<file path="config.mk">
export PLATFORM = sky130hd
export DESIGN_NAME = score_renderer
export DESIGN_NICKNAME = d
export VERILOG_FILES = /design/src/rtl/score_renderer.sv
export SDC_FILE = /design/constraint.sdc
export NUM_CORES = 1
export LEC_CHECK = 0
export ABC_AREA = 1
export BUFFER_PORTS_ARGS = -buffer_cell sky130_fd_sc_hd__buf_2
export CORE_ASPECT_RATIO = 1.4
export CORE_MARGIN = 2
export CORE_UTILIZATION = 40
export CTS_BUF_LIST = sky130_fd_sc_hd__clkbuf_4 sky130_fd_sc_hd__clkbuf_8
export DETAILED_ROUTE_END_ITERATION = 6
export HOLD_SLACK_MARGIN = 0.15
export PLACE_DENSITY = 0.72
export REMOVE_ABC_BUFFERS = 1
export SYNTH_ARGS = -nofsm -noshare
export SYNTH_HDL_FRONTEND = slang
export SYNTH_SLANG_ARGS = --single-unit
</file>
<file path="constraint.sdc">
create_clock -name clk -period 4.6 [get_ports clk]
set_clock_uncertainty 0.2 [all_clocks]
set_input_delay 0.46 -clock clk [delete_from_list [all_inputs] [get_ports clk]]
set_output_delay 0.46 -clock clk [all_outputs]
set_load 0.03 [all_outputs]
</file>
<file path="src/rtl/score_renderer.sv">
// Draws a latched three-digit 6x5 score bitmap into the frame buffer, one pixel
// per accepted cycle, walking digit/row/column with all outputs registered.
module score_renderer #(
    parameter int         X0        = 4,
    parameter int         Y0        = 2,
    parameter logic [2:0] FG_COLOUR = 3'b111,
    parameter logic [2:0] BG_COLOUR = 3'b000
) (
    input  logic        clk,
    input  logic        reset,
    input  logic        start,
    input  logic [89:0] bitmap,
    input  logic        ready,
    output logic        busy,
    output logic        done,
    output logic [7:0]  x,
    output logic [6:0]  y,
    output logic [2:0]  colour,
    output logic        plot
);

    typedef enum logic [1:0] {IDLE, DRAW, DONE} state_t;

    state_t      state, state_n;
    logic [89:0] shadow, shadow_n;
    logic [1:0]  d, d_n;
    logic [2:0]  r, r_n, c, c_n;
    logic [7:0]  x_n;
    logic [6:0]  y_n;
    logic [2:0]  colour_n;
    logic        plot_n, busy_n, done_n;

    // Digit d=0 (hundreds) lives in the top 30 bits; bit 5 of a row is its leftmost column.
    function automatic logic [6:0] bit_index(input logic [1:0] dd, input logic [2:0] rr,
                                             input logic [2:0] cc);
        return 7'd65 - 7'd30 * {5'b0, dd} + 7'd6 * {4'b0, rr} - {4'b0, cc};
    endfunction

    function automatic logic [2:0] pick_colour(input logic b);
        return b ? FG_COLOUR : BG_COLOUR;
    endfunction

    function automatic logic [7:0] pixel_x(input logic [1:0] dd, input logic [2:0] cc);
        return 8'(X0) + 8'd6 * {6'b0, dd} + {5'b0, cc};
    endfunction

    function automatic logic [6:0] pixel_y(input logic [2:0] rr);
        return 7'(Y0) + {4'b0, rr};
    endfunction

    always_comb begin
        state_n  = state;
        shadow_n = shadow;
        d_n      = d;
        r_n      = r;
        c_n      = c;
        x_n      = x;
        y_n      = y;
        colour_n = colour;
        plot_n   = plot;
        busy_n   = busy;
        done_n   = 1'b0;
        case (state)
            IDLE: begin
                if (start) begin
                    state_n  = DRAW;
                    shadow_n = bitmap;
                    d_n      = 2'd0;
                    r_n      = 3'd0;
                    c_n      = 3'd0;
                    plot_n   = 1'b1;
                    busy_n   = 1'b1;
                    x_n      = pixel_x(2'd0, 3'd0);
                    y_n      = pixel_y(3'd0);
                    // Shadow is being loaded on this edge, so the first pixel reads the input.
                    colour_n = pick_colour(bitmap[bit_index(2'd0, 3'd0, 3'd0)]);
                end
            end
            DRAW: begin
                if (ready) begin
                    if (d == 2'd2 && r == 3'd4 && c == 3'd5) begin
                        state_n = DONE;
                        plot_n  = 1'b0;
                        busy_n  = 1'b0;
                        done_n  = 1'b1;
                    end else begin
                        if (c == 3'd5) begin
                            c_n = 3'd0;
                            if (r == 3'd4) begin
                                r_n = 3'd0;
                                d_n = d + 2'd1;
                            end else begin
                                r_n = r + 3'd1;
                            end
                        end else begin
                            c_n = c + 3'd1;
                        end
                        x_n      = pixel_x(d_n, c_n);
                        y_n      = pixel_y(r_n);
                        colour_n = pick_colour(shadow[bit_index(d_n, r_n, c_n)]);
                    end
                end
            end
            DONE:    state_n = IDLE;
            default: state_n = IDLE;
        endcase
    end

    always_ff @(posedge clk or posedge reset) begin
        if (reset) begin
            state  <= IDLE;
            shadow <= '0;
            d      <= '0;
            r      <= '0;
            c      <= '0;
            x      <= '0;
            y      <= '0;
            colour <= '0;
            plot   <= 1'b0;
            busy   <= 1'b0;
            done   <= 1'b0;
        end else begin
            state  <= state_n;
            shadow <= shadow_n;
            d      <= d_n;
            r      <= r_n;
            c      <= c_n;
            x      <= x_n;
            y      <= y_n;
            colour <= colour_n;
            plot   <= plot_n;
            busy   <= busy_n;
            done   <= done_n;
        end
    end

endmodule

</file>
# Word-level counts from Yosys, hierarchy flattened
# Cells that the tools add are included.
[word_totals] ff_bits=120 latchBits=0 ram_bits=0 rom_bits=0 inputBits=94 output_inout_bits=21 wordCells=91 memories=0
[classes] add_sub_neg=9 mul=3 div=0 order_cmp=1 eq_ne=8 shift=0 n_mux=52 bitwise_logic=0 n_reduce_logical=8
[op_table] cell="$mux W3" count=19
[op_table] cell="$mux W8" count=3
[op_table] cell="$mux W2" count=11
[op_table] cell="$mux W7" count=3
[op_table] cell="$pmux W3 S2" count=3
[op_table] cell="$pmux W8 S2" count=1
[op_table] cell="$pmux W7 S2" count=1
[op_table] cell="$lt A7 B8 Y1 const B" count=1
[op_table] cell="$ne A2 B2 Y1 const B" count=4
[op_table] cell="$pmux W2 S2" count=2
[op_table] cell="$reduce_and A4 Y1" count=2
[op_table] cell="$add A6 B3 Y7" count=1
[op_table] cell="$add A7 B6 Y7" count=1
[op_table] cell="$bmux W1 S7" count=1
[op_table] cell="$mux W1" count=7
[op_table] cell="$sub A7 B3 Y7" count=1
[op_table] cell="$sub A7 B7 Y7 const A" count=1
[op_table] cell="$add A3 B1 Y3 const B" count=2
[op_table] cell="$add A3 B5 Y6 const A" count=1
[op_table] cell="$eq A3 B3 Y1 const B" count=2
[op_table] cell="$mul A4 B2 Y6 const A" count=1
[op_table] cell="$mul A2 B3 Y5 const A" count=1
[op_table] cell="$add A2 B3 Y4 const A" count=1
[op_table] cell="$mul A2 B2 Y4 const A" count=1
[op_table] cell="other kinds (9)" count=10

# Longest topological paths before layout
# Gate-level depths: netlist of run 1.
[logic_depth] word_depth=16 depth_mapped=26 ltp_nobuf=26

# Worst setup path after synthesis of run 1
# Ideal clock, no wire load.
[synth_path] kind="register to register" startpoint="register r[0]" endpoint="register colour[1]" setup_ns=0.117 arrival_ns=3.418 slack_ns=0.865 stages_incl_launch_ff=25 path_buffers=1 period_less_slack_ns=3.735 cell_sequence="dfrtp_1 inv_1 ha_1 nand2_1 nor2_2 xor2_1 inv_1 ha_1 fa_1 ha_1 inv_2 nand2_1 nand2_1 inv_2 buf_4 nand3_1 nand2_1 nand3_1 nand3_1 nand3_1 nand2_1 inv_1 nand2_1 nand2_1 nand2_1"
[synth_via] elab_chain_cells=16 elab_cells_between_ends=27
[synth_lines] item="start: declaration" line_no="27" source="logic [2:0] r, r_n, c, c_n;"
[synth_lines] item="start signal: assignment" line_no="126" source="r <= r_n;"
[synth_lines] item="$eq A3 B3 Y1" line_no="81, 89"
[synth_lines] item="$mux W2" line_no="89" source="if (r == 3'd4) begin"
[synth_lines] item="$mux W2" line_no="87" source="if (c == 3'd5) begin"
[synth_lines] item="$mux W2" line_no="81" source="if (d == 2'd2 && r == 3'd4 && c == 3'd5) begin"
[synth_lines] item="$mux W2" line_no="80" source="if (ready) begin"
[synth_lines] item="$mux W2" line_no="63" source="case (state)"
[synth_lines] item="$mul A4 B2 Y6" line_no="36" source="return 7'd65 - 7'd30 * {5'b0, dd} + 7'd6 * {4'b0, rr} - {4'b0, cc};"
[synth_lines] item="$sub A7 B7 Y7" line_no="36"
[synth_lines] item="$add A7 B6 Y7" line_no="36"
[synth_lines] item="$sub A7 B3 Y7" line_no="36"
[synth_lines] item="$bmux W1 S7" line_no="100" source="colour_n = pick_colour(shadow[bit_index(d_n, r_n, c_n)]);"
[synth_lines] item="$mux W1 (implied by the code)" line_no="100"
[synth_lines] item="$mux W3" line_no="40" source="return b ? FG_COLOUR : BG_COLOUR;"
[synth_lines] item="$mux W3" line_no="81"
[synth_lines] item="$mux W3" line_no="80"
[synth_lines] item="$pmux W3 S2" line_no="63"
[synth_lines] item="end signal: assignment" line_no="130" source="colour <= colour_n;"
[synth_lines] item="end: declaration" line_no="18" source="output logic [2:0] colour,"
# Parallel ways exist; a longest one is shown, timed or not. The select of a mux whose other input is x is not followed.
# A chain may end at the register's enable or synchronous reset.

# Worst setup path in the final report of run 1
# Ends and elaborated chain as after synthesis.

==> impl_metrics.env, run 1 <==
export IMPL_status="finished, final reports clean"
export IMPL_pin_count=115
export IMPL_cap_viol_max_count=0
export IMPL_vias=4991
export IMPL_h_tree_depth=3
export IMPL_setup_violations=0
export IMPL_place_congestion=0.910
export IMPL_fin_nets=944
export IMPL_critPathKind="reg -> reg"
export IMPL_drive_gt1_frac=0.276
export IMPL_seq_area_frac_synth=0.461
export IMPL_wl_met1_um=6180
export IMPL_final_seq_area_mm2=0.00278
export IMPL_synthXorXnorAreaFrac=0.00727
export IMPL_grt_pass1_wl_um=24900
export IMPL_syn_area_per_cell_um2=9.28
export IMPL_drc=0
export IMPL_max_freq_mhz=240
export IMPL_final_hold_viol_count=0
export IMPL_antenna_found_initial=0
export IMPL_drtIter0Drc=336
export IMPL_grt_pass1_vias=5016
export IMPL_cts_tree="done"
export IMPL_wl_met3_um=408
export IMPL_first_pass_iters=5
export IMPL_syn_area_mm2=0.00602
export IMPL_via_per_inst=4.88
export IMPL_placed_cell_area_mm2=0.00659
export IMPL_crit_required_ns=4.67
export IMPL_cp_max_fo=5
export IMPL_synth_compound_area_frac=0.0703
export IMPL_slew_violations=0
export IMPL_cp_end_kind="flop"
export IMPL_clk_latency_ns=0.38
export IMPL_core_mm2=0.0149
export IMPL_synthMuxAreaShare=0.137
export IMPL_clockBufferDepth=2
export IMPL_clockRootBuffer="clkbuf_8"
export IMPL_initial_core_util=0.405
export IMPL_die_area_mm2=0.0161
export IMPL_yosys_warnings=0
export IMPL_synthCells=649
export IMPL_grt_max_degree=82
export IMPL_syn_to_final_growth_pct=27.4
export IMPL_synth_seq_cells=111
export IMPL_ant_nets=0
export IMPL_relSlewSlack=0.319
export IMPL_clkSlewWorstSetupHoldPaths_ns=0.11
export IMPL_wirelength_um=15200
export IMPL_hpwl_um=9800
export IMPL_synth_cell_types=36
export IMPL_synth_top_family_by_area="simple AND/OR/NAND/NOR gates"
export IMPL_yosys_area_share_simple=0.180
export IMPL_period_minus_slack_ns=4.16
export IMPL_whs_ns=0.0963
export IMPL_hold_path_class="in -> async"
export IMPL_clkSinkCount=111
export IMPL_postLayoutCellArea_mm2=0.00767
export IMPL_portBuffers=109
export IMPL_synthAdderAreaFrac=0.0536
export IMPL_final_core_util=0.516
export IMPL_wl_met2_um=8210
export IMPL_final_fill_count=1405
export IMPL_reg2reg_slack_ns=0.44
export IMPL_fin_crit_sh=0.904
export IMPL_diodes=0
export IMPL_multiInputGateArea_mm2=0.00273
export IMPL_grt_overflow=0
export IMPL_worstPathArrival_ns=4.23
export IMPL_rsz0062_at_grt="false"
export IMPL_highest_layer="met4"
export IMPL_rows=53
export IMPL_wl_per_cell_um=14.9
export IMPL_die_w_um=108
export IMPL_tightest_slew_ns=1.02
export IMPL_numCtsBuffers=9
export IMPL_grt_total_usage=0.198
export IMPL_die_h_um=149
export IMPL_start_kind="flop"
==> layout by cell type, fill, tap and decap left out, types with 10 or more instances in the layout <==
| cell type | instances |
|---|---|
| inv_1 | 64 |
| nand2_1 | 129 |
| nor2_1 | 46 |
| a21oi_1 | 28 |
| clkbuf_8 | 10 |
| buf_2 | 109 |
| nand3_1 | 57 |
| dfrtp_1 | 110 |
| dlygate4sd3_1 | 88 |
| o21ai_0 | 19 |
| ha_1 | 21 |
| mux2_2 | 73 |
==> sequential cells by signal (all words and copies together) (netlist names) <==
| register | flops |
|---|---|
| c | 3 |
| colour | 1 |
| d | 2 |
| done | 1 |
| plot | 1 |
| r | 3 |
| shadow | 90 |
| state | 2 |
| x | 5 |
| y | 3 |
==> worst paths after layout <==
path	startpoint	endpoint	cells after the start
worst max-delay path	r[0]$_DFFE_PP0P_	colour[1]$_DFFE_PP0P_	19
min in group clk	bitmap[72]	shadow[72]$_DFFE_PP0P_	3
worst max register to register	r[0]$_DFFE_PP0P_	colour[1]$_DFFE_PP0P_	19
max in group asynchronous	reset	shadow[22]$_DFFE_PP0P_	3
worst min register to register	x[4]$_DFFE_PP0P_	x[4]$_DFFE_PP0P_	2
worst min-delay path	reset	shadow[41]$_DFFE_PP0P_	2
==> logic make-up after synthesis <==
logic type / Yosys count
flip-flops: 111
adder cells (fa/ha/maj): 24
multiplexers: 73
AND/OR/NAND/NOR: 250
buffers and inverters: 111
AO/OA/AOI/OAI: 74
XOR/XNOR: 5
other: 1
==> metal layers <==
layer  vias up  GRT usage
li1       2454          -
met1      2396      0.242
met2       112      0.352
met3        29     0.0227
met4         0     0.0795
met5         -          0
==> through the flow <==
stage          cells  worst slack, ns  TNS (ns)
2_1_floorplan    613           -0.279    -0.279
3_3_place_gp     919            0.419         0
3_5_place_dp     919            0.157         0
4_1_cts         1023            0.124         0
5_1_grt         1023           0.0542         0
6_report        1023            0.441         0
==> area by class of cell <==
type	count	share of cell area
clock buffer	12	0.0199
timing repair buffer	202	0.191
tap	192	0.0313
clock inverter	4	0.00408
inverter	71	0.0354
multi-input combinational	431	0.356
sequential	111	0.362
==> critical path: stages (launching register included) <==
cell     delay [ns]
dfrtp_1        0.41
inv_1          0.15
ha_1           0.17
nand2_1        0.08
nor2_2         0.26
xor2_2         0.31
inv_1          0.15
ha_1           0.34
fa_1           0.40
ha_1           0.38
a21oi_1        0.25
nand2_1        0.10
xor2_1         0.30
inv_1          0.14
nand3_1        0.11
nand3_1        0.07
nand3_1        0.09
nand2_1        0.06
nand2_1        0.05
nand2_1        0.04
==> synthesized netlist by cell type <==
cell type	count	area [um2]
nand2_1	131	492
dfrtp_1	111	2780
mux2_2	73	822
inv_1	65	244
nand3_1	57	285
nor2_1	46	173
a21oi_1	28	140
ha_1	21	263
o21ai_0	19	95.1
buf_4	17	128
buf_2	14	70.1
buf_6	6	67.6
inv_2	6	22.5
nand2_2	6	37.5
o211ai_1	6	45.0
o21ai_1	6	30.0
o22ai_1	5	31.3
a22o_1	3	26.3
clkbuf_1	3	11.3
fa_1	3	60.1
xor2_1	3	26.3
nand2_4	2	22.5
nand3_2	2	20.0
nor3_1	2	10.0
o21a_1	2	15.0
xnor2_1	2	17.5
a21o_1	1	7.51
a21oi_2	1	8.76
a31oi_1	1	6.26
and2_4	1	8.76
conb_1	1	3.75
nand3_4	1	17.5
nor2_2	1	6.26
nor2_4	1	11.3
o2111ai_1	1	8.76
o22a_1	1	8.76
==> what timing repair did <==
| item | in CTS | in global routing |
|---|---|---|
| hold buffers | 88 | 0 |
| hold endpoints to repair | 88 | 0 |
| setup buffers | 0 | 0 |
| endpoints found under the setup margin | 0 | 1 |
| gates resized for setup | 0 | 3 |
Power of run 1 is left out: the tool's default activity adds up to more than one toggle a clock period on the data nets, which glitch-free logic cannot reach.
==> run 2, diff against run 1 <==
--- a/config.mk
+++ b/config.mk
@@ -12,6 +12,7 @@
 export CORE_UTILIZATION = 40
 export CTS_BUF_LIST = sky130_fd_sc_hd__clkbuf_4 sky130_fd_sc_hd__clkbuf_8
 export DETAILED_ROUTE_END_ITERATION = 6
+export GPL_TIMING_DRIVEN = 0
 export HOLD_SLACK_MARGIN = 0.15
 export PLACE_DENSITY = 0.72
 export REMOVE_ABC_BUFFERS = 1
==> impl_metrics.env, run 2 (same netlist as run 1, synthesis figures left out) <==
export IMPL_via_per_inst=4.89
export IMPL_relSlewSlack=0.560
export IMPL_fin_nets=944
export IMPL_cp_end_kind="flop"
export IMPL_tightest_slew_ns=0.660
export IMPL_setup_violations=0
export IMPL_fin_crit_sh=0.936
export IMPL_largest_reg_flops=90
export IMPL_grt_total_usage=0.199
export IMPL_cap_viol_max_count=0
export IMPL_cts_tree="done"
export IMPL_largest_register="shadow"
export IMPL_status="finished, final reports clean"
export IMPL_numCtsBuffers=9
export IMPL_start_kind="flop"
export IMPL_final_hold_viol_count=0
export IMPL_slew_violations=0
export IMPL_whs_ns=0.169
export IMPL_core_mm2=0.0149
export IMPL_reg_top3="shadow (90), x (5)"
export IMPL_hpwl_um=9500
export IMPL_first_pass_iters=4
export IMPL_die_h_um=149
export IMPL_cp_max_fo=34
export IMPL_clockBufferDepth=2
export IMPL_antenna_found_initial=0
export IMPL_drive_gt1_frac=0.277
export IMPL_critPathKind="reg -> reg"
export IMPL_clkSlewWorstSetupHoldPaths_ns=0.10
export IMPL_rsz0062_at_grt="false"
export IMPL_layout_common_cells="nand2_1, dfrtp_1, buf_2"
export IMPL_worstPathArrival_ns=4.41
export IMPL_clockRootBuffer="clkbuf_8"
export IMPL_clkSinkCount=111
export IMPL_grt_overflow=0
export IMPL_portBuffers=109
export IMPL_clk_latency_ns=0.37
export IMPL_pin_count=115
export IMPL_setup_tns_final_ns=0
export IMPL_ant_nets=0
export IMPL_wirelength_um=15400
export IMPL_grt_pass1_wl_um=24800
export IMPL_period_minus_slack_ns=4.30
export IMPL_drc=0
export IMPL_hold_path_class="in -> reg"
export IMPL_final_common_cell="nand2_1"
export IMPL_die_w_um=108
export IMPL_grt_pass1_vias=5109
export IMPL_placed_cell_area_mm2=0.00663
export IMPL_vias=5001
export IMPL_syn_to_final_growth_pct=29.2
export IMPL_die_area_mm2=0.0161
export IMPL_drtIter0Drc=304
export IMPL_max_freq_mhz=232
export IMPL_postLayoutCellArea_mm2=0.00778
export IMPL_place_congestion=0.825
export IMPL_diodes=0
export IMPL_rows=53
export IMPL_crit_required_ns=4.71
export IMPL_h_tree_depth=3
export IMPL_wl_per_cell_um=15.0
export IMPL_grt_max_degree=72
export IMPL_initial_core_util=0.405
## run 2: cell count changes in the layout (fill, tap and decap cells not counted), moves of 2 or more
cell    before  now
buf_4        5    1
buf_16       0    2
inv_6        0    2
inv_4        2    0
## run 2: path summary, 6_finish.rpt
kind	start	to	slack [ns]	cells past startpoint
setup reg to reg	c[0]$_DFFE_PP0P_	colour[1]$_DFFE_PP0P_	0.30	22
min in group asynchronous	reset	state[1]$_DFFE_PP0P_	0.45	3
max in group asynchronous	reset	shadow[67]$_DFFE_PP0P_	3.08	4
hold reg to reg	y[1]$_DFFE_PP0P_	y[1]$_DFFE_PP0P_	0.29	1
setup / recovery	c[0]$_DFFE_PP0P_	colour[1]$_DFFE_PP0P_	0.30	22
hold / removal	bitmap[84]	shadow[84]$_DFFE_PP0P_	0.17	3
## run 2: what timing repair did
item,CTS,global route
hold endpoints to repair,135,0
buffers inserted,2,0
hold buffers,88,0
setup endpoints to repair,1,1
gates resized for setup,5,4
## run 2: cell type report
type	instances	area, um2
multi-input cells	431	2750
well taps	192	240
clock buffers	12	153
fillers	1347	7080
clock inverters	4	55.1
inverters	71	277
flip-flops and latches	111	2780
repair buffers	202	1520
## run 2: critical path, cell delays in order, from the launching register on
cell     delay [ns]
dfrtp_4        0.45
buf_12         0.19
nand3_2        0.18
nor2_4         0.23
xor2_4         0.24
inv_1          0.13
ha_1           0.33
fa_1           0.47
ha_1           0.40
inv_2          0.05
nand2_1        0.07
nand2_2        0.26
inv_6          0.24
nand3_1        0.10
nand2_1        0.08
inv_1          0.05
nand3_1        0.08
nand3_1        0.08
nand3_1        0.09
nand3_1        0.09
nand2_1        0.10
nand2_1        0.06
nand2_1        0.05
## run 2: stage by stage
stage	util	worst slack (ns)	instances
5_1_grt	0.524	0.0213	1023
3_5_place_dp	0.447	-0.707	917
4_1_cts	0.522	0.188	1023
3_3_place_gp	0.441	-1.80	914
6_report	0.524	0.296	1023
2_1_floorplan	-	-0.279	613
## run 2: metal layers
| metal | vias to the layer above | routed length (um) | track usage |
|---|---|---|---|
| met3 | 30 | 500 | 0.0288 |
| met1 | 2394 | 6030 | 0.231 |
| li1 | 2454 | - | - |
| met4 | 0 | 433 | 0.0865 |
| met2 | 123 | 8400 | 0.360 |
| met5 | - | 0 | 0 |
Power of run 2 is left out for the same reason.
